`src/rtl/seq_restoring_divider.sv`:
```
// rtl/seq_restoring_divider.sv - multi-cycle restoring divider, one quotient bit per clock
//
// Purpose:
//   Produces quotient and remainder by iterated trial subtraction.
//   With the default build, operands are unsigned. Define SEQ_DIV_SIGNED_EN
//   for two's-complement operands: the quotient truncates toward zero and
//   the remainder takes the dividend's sign.
//
// Ports:
//   clk          rising-edge clock
//   rst_n        asynchronous active-low reset
//   start        division request, sampled only in IDLE
//   dividend     numerator, sampled with start
//   divisor      denominator, sampled with start
//   busy         high in CALC and DONE
//   done         one-cycle pulse, results valid
//   quotient     result quotient, held until the next result
//   remainder    result remainder, held until the next result
//   div_by_zero  latched divisor was zero, held with the results
//
// Optional feature macro: SEQ_DIV_SIGNED_EN
module seq_restoring_divider #(
  parameter int W = 4
) (
  input  logic         clk,
  input  logic         rst_n,
  input  logic         start,
  input  logic [W-1:0] dividend,
  input  logic [W-1:0] divisor,
  output logic         busy,
  output logic         done,
  output logic [W-1:0] quotient,
  output logic [W-1:0] remainder,
  output logic         div_by_zero
);

  localparam int CW = $clog2(W + 1);

  typedef enum logic [1:0] {IDLE, CALC, DONE} state_t;

  state_t         state, state_nxt;
  logic [W-1:0]   p_r;      // partial remainder
  logic [W-1:0]   q_r;      // dividend bits shifting out, quotient bits shifting in
  logic [W-1:0]   dvs_r;    // divisor (magnitude in signed builds)
  logic [W-1:0]   dvd_r;    // raw dividend, returned as remainder on divide-by-zero
  logic [CW-1:0]  cnt_r;
  logic           zero_r;

  logic [W:0]     shifted;
  logic [W:0]     trial;
  logic           trial_neg;
  logic [W-1:0]   p_nxt;
  logic [W-1:0]   q_nxt;
  logic [W-1:0]   q_res;
  logic [W-1:0]   r_res;
  logic [W-1:0]   dvd_mag;
  logic [W-1:0]   dvs_mag;

`ifdef SEQ_DIV_SIGNED_EN
  logic           neg_q_r;
  logic           neg_r_r;

  assign dvd_mag = dividend[W-1] ? (~dividend + 1'b1) : dividend;
  assign dvs_mag = divisor[W-1]  ? (~divisor + 1'b1)  : divisor;
`else
  assign dvd_mag = dividend;
  assign dvs_mag = divisor;
`endif

  // One restoring step: shift {P,Q} left, subtract the divisor W+1 bits wide
  // so the borrow bit alone tells whether the trial went negative.
  always_comb begin
    shifted   = {p_r, q_r[W-1]};
    trial     = shifted - {1'b0, dvs_r};
    trial_neg = trial[W];
    p_nxt     = trial_neg ? shifted[W-1:0] : trial[W-1:0];
    q_nxt     = {q_r[W-2:0], ~trial_neg};
  end

  // Final result as loaded on the edge that enters DONE.
  always_comb begin
    q_res = q_nxt;
    r_res = p_nxt;
`ifdef SEQ_DIV_SIGNED_EN
    if (neg_q_r) q_res = ~q_nxt + 1'b1;
    if (neg_r_r) r_res = ~p_nxt + 1'b1;
`endif
    if (zero_r) begin
      q_res = '1;
      r_res = dvd_r;
    end
  end

  always_ff @(posedge clk or negedge rst_n) begin
    if (!rst_n) state <= IDLE;
    else        state <= state_nxt;
  end

  always_comb begin
    state_nxt = state;
    busy      = 1'b0;
    done      = 1'b0;
    case (state)
      IDLE: if (start) state_nxt = CALC;
      CALC: begin
        busy = 1'b1;
        if (cnt_r == CW'(1)) state_nxt = DONE;
      end
      DONE: begin
        busy      = 1'b1;
        done      = 1'b1;
        state_nxt = IDLE;
      end
      default: state_nxt = IDLE;
    endcase
  end

  always_ff @(posedge clk or negedge rst_n) begin
    if (!rst_n) begin
      p_r         <= '0;
      q_r         <= '0;
      dvs_r       <= '0;
      dvd_r       <= '0;
      cnt_r       <= '0;
      zero_r      <= 1'b0;
      quotient    <= '0;
      remainder   <= '0;
      div_by_zero <= 1'b0;
`ifdef SEQ_DIV_SIGNED_EN
      neg_q_r     <= 1'b0;
      neg_r_r     <= 1'b0;
`endif
    end else begin
      case (state)
        IDLE: begin
          if (start) begin
            p_r    <= '0;
            q_r    <= dvd_mag;
            dvs_r  <= dvs_mag;
            dvd_r  <= dividend;
            zero_r <= (divisor == '0);
            // A zero divisor spends a single CALC cycle so done follows one
            // clock after the start edge; the iteration result is overridden.
            cnt_r  <= (divisor == '0) ? CW'(1) : CW'(W);
`ifdef SEQ_DIV_SIGNED_EN
            neg_q_r <= dividend[W-1] ^ divisor[W-1];
            neg_r_r <= dividend[W-1];
`endif
          end
        end
        CALC: begin
          p_r   <= p_nxt;
          q_r   <= q_nxt;
          cnt_r <= cnt_r - CW'(1);
          if (cnt_r == CW'(1)) begin
            quotient    <= q_res;
            remainder   <= r_res;
            div_by_zero <= zero_r;
          end
        end
        default: ;
      endcase
    end
  end

endmodule

```
`config.mk`:
```
export PLATFORM = sky130hd
export DESIGN_NAME = seq_restoring_divider
export DESIGN_NICKNAME = d
export VERILOG_FILES = /design/src/rtl/seq_restoring_divider.sv
export SDC_FILE = /design/constraint.sdc
export NUM_CORES = 1
export LEC_CHECK = 0
export ABC_AREA = 1
export CAP_MARGIN = 0
export CORE_UTILIZATION = 41
export DETAILED_ROUTE_END_ITERATION = 6
export GPL_TIMING_DRIVEN = 0
export PLACE_DENSITY = 0.65
export SLEW_MARGIN = 30
export SYNTH_ARGS = -nofsm -noshare
export SYNTH_HDL_FRONTEND = slang
export SYNTH_SLANG_ARGS = --single-unit
```
`constraint.sdc`:
```
create_clock -name clk -period 1.7 [get_ports clk]
set_input_delay 0.255 -clock clk [delete_from_list [all_inputs] [get_ports clk]]
set_output_delay 0.255 -clock clk [all_outputs]
set_load 0.005 [all_outputs]
```
==> impl_metrics.py, run 1 <==
metrics = {
    "power": {
        "peakVddDrop_uv": 1230,
        "p_leak_nw": 1.14,
        "power.density_nw_per_um2": 2040,
    },
    "timing": {
        "worst_slew_pin_slew_ps": 280,
        "final-max-slew-violation-count": 0,
        "max_slew_margin_pct": 81.2,
        "max_freq_mhz": 576,
        "setup_viol_count_final": 2,
        "finalCritPeriodShare_pct": 102,
        "grt_setup_unrepaired": "yes",
        "layout_setup_ws_ps": -35.1,
        "hold_viol": 0,
        "clock_skew_ps": 3.06,
        "period_needed_ps": 1740,
        "fin_setup_tns_ps": -54.9,
    },
    "route": {
        "vias": 1387,
        "ant_nets": 0,
        "drt-initial-drc-count": 62,
        "drt_pass1_iterations": 4,
        "finalWirelength_um": 3680,
        "avgViaCountPerCell": 4.90,
        "wl_per_cell_um": 13.0,
        "drc_errors": 0,
    },
    "final_layout": {
        "nets": 255,
        "area_growth_pct": 33.6,
        "drive_gt1_share_pct": 21.3,
        "insertedDiodeCount": 0,
    },
    "synthesis": {
        "syn_nets": 217,
        "netlist_area_um2": 1670,
        "ys_ff_latch": 31,
        "ys_warn_count": 0,
        "synth_common_cells": "nand2_1, dfrtp_1, inv_1",
        "synth_cell_types": 30,
        "synth_ff_type": "dfrtp_1",
        "ys_async_sr_fraction_pct": 100,
        "synth_edf_count": 0,
        "synth_largest_area_cell": "dfrtp_1",
        "synth_most_common_cell": "nand2_1",
        "seq_area_frac_synth_pct": 46.5,
        "synth_cells": 196,
        "synth.area.top_cells": "dfrtp_1, nand2_1, inv_1, ha_1, nand3_1",
        "synth_area_per_cell_um2": 8.52,
        "yosysTopAreaCellShare_pct": 46.5,
    },
    "cts": {
        "clk_pin_slew_ps": 70,
        "insertion_delay_ps": 270,
        "cts_tree": "done",
        "cts_root_buf": "clkbuf_8",
        "htree_levels": 2,
        "cts_max_path_buffers": 2,
        "cts.sinks": 31,
        "numCtsBuffers": 5,
    },
    "outcome": {
        "violations": "negative setup slack",
        "status": "complete, but fails checks",
    },
    "setup_path": {
        "cp-end-kind": "flip-flop",
        "critical_path_class": "flip-flop to flip-flop",
        "arrival_ps": 1940,
        "crit_required_ps": 1900,
        "worst-path-max-fanout": 6,
        "startpoint_type": "flip-flop",
    },
    "floorplanning": {
        "row_count": 22,
        "die_width_um": 65.8,
        "die-area_um2": 4330,
        "ioPinCount": 22,
        "core_area_um2": 3770,
        "start_util_pct": 44.3,
        "dieHeight_um": 65.8,
    },
    "placed_design": {
        "preCtsSetupSlack_ps": -199,
        "dpl.hpwl_um": 2600,
        "place_congestion": 0.777,
        "io_buffers": 21,
    },
    "grt": {
        "grt_pass1_wl_um": 6150,
        "grt_antenna_before_repair": 0,
        "grt_pass1_vias": 1425,
        "grt_start_max_net_pins": 23,
        "grt-ovfl-total": 0,
        "gr-usage-all-layers_pct": 19.1,
    },
    "job": {
        "drv_cap": 0,
    },
    "worst_hold_path": {
        "hold_path.class": "input port to asynchronous set/reset pin",
    },
}
[registers in the layout, indices dropped and copies added, names as in the netlist]
signal       count
q_r              4
p_r              4
zero_r           1
quotient         4
state            2
div_by_zero      1
dvd_r            4
remainder        4
dvs_r            4
cnt_r            3
[metrics by stage]
step | area (um^2) | hold WS, ps | utilization [%] | instances | total power, mW
detailed placement | 1960 | 150 | 52.0 | 266 | 3.48
finish | 2230 | 389 | 59.1 | 283 | 4.56
floorplan | 1670 | -40.6 | - | 196 | 2.80
CTS | 2190 | 390 | 58.2 | 282 | 4.49
global placement | 1940 | 463 | 51.4 | 265 | 3.44
global route | 2230 | 414 | 59.1 | 283 | 4.92
[logic make-up after synthesis]
family                     count (synthesis)  synth area share [%]
and+or+nand+nor                           84                  23.3
buffers and inverters                     36                  8.85
AOI/OAI and AO/OA                         33                  12.2
DFF                                       31                  46.5
adders and majority gates                 10                  7.95
xor gates and xnor gates                   1                 0.525
muxes                                      1                 0.675
[report_power, final]
part	total, mW	switching (mW)	internal [mW]
logic	2.56	1.40	1.16
clock network	0.745	0.271	0.474
registers	1.25	0.182	1.07
total	4.56	1.85	2.70
[final timing paths]
kind | start | to | slack, ps | depth (start not counted)
setup / recovery | dvs_r[0] | p_r[3] | -40 | 11
hold / removal | rst_n | remainder[0] | 390 | 2
setup reg to reg | dvs_r[0] | p_r[3] | -40 | 11
hold reg to reg | remainder[1] | remainder[1] | 490 | 2
max in group asynchronous | rst_n | q_r[0] | 920 | 3
min in group clk | remainder[1] | remainder[1] | 490 | 2
[area by class of cell]
type	instances	area [um^2]
tap	48	60.1
sequential	31	776
clock buffer	6	82.6
multi-input combinational	129	821
inverter	33	124
buffer	3	23.8
fill	345	1540
clock inverter	2	35.0
timing repair buffer	31	308
[worst max-delay path, stage by stage, from the launching register on]
cell and delay (ps):
dfrtp_1 410, ha_4 170, fa_2 350, inv_2 80, nand2_2 50, nand2_2 80, nand3_4 110, nand2_4 130
nand2_2 80, nand2_1 80, nand2_1 60, o21ai_1 70
[cell usage in the layout, fill, tap and decap left out, drive strengths merged]
cell type and n:
dfrtp 31, bufinv 1, buf 13, ha 9
mux2 1, nand4 1, nand2 55, fa 1
or2 1, a21oi 7, nand3 16, o21a 1
a2bb2oi 3, dlygate4sd3 1, o22ai 3, nor3b 1
clkinv 1, dlymetal6s2s 1, clkbuf 6, dlygate4sd2 1
o211ai 3, nor2 10, inv 33, o21ai 16
xnor2 1, clkdlybuf4s50 18
[metal layers]
metal / share of wire (%) / up-vias / GRT usage (%)
met4: 1.4 / 0 / 6.52
met1: 49 / 653 / 23.7
met2: 47 / 24 / 32.7
li1: - / 703 / -
met3: 3.0 / 7 / 3.97
met5: 0 / - / 0
[what timing repair did]
item,4_1_cts,5_1_grt
hold buffers,1,0
endpoints found under the hold margin,9,0
pin swaps,3,1
endpoints found under the setup margin,11,11
resized for setup,15,6
setup buffers,7,1
No activity file was read; power rests on OpenSTA's default activity.
==> run 2, diff against run 1 <==
--- a/config.mk
+++ b/config.mk
@@ -6,7 +6,6 @@
 export NUM_CORES = 1
 export LEC_CHECK = 0
 export ABC_AREA = 1
-export CAP_MARGIN = 0
 export CORE_UTILIZATION = 41
 export DETAILED_ROUTE_END_ITERATION = 6
 export GPL_TIMING_DRIVEN = 0
==> results of run 2 <==
Final layout, timing and power as in run 1 (identical DEF).
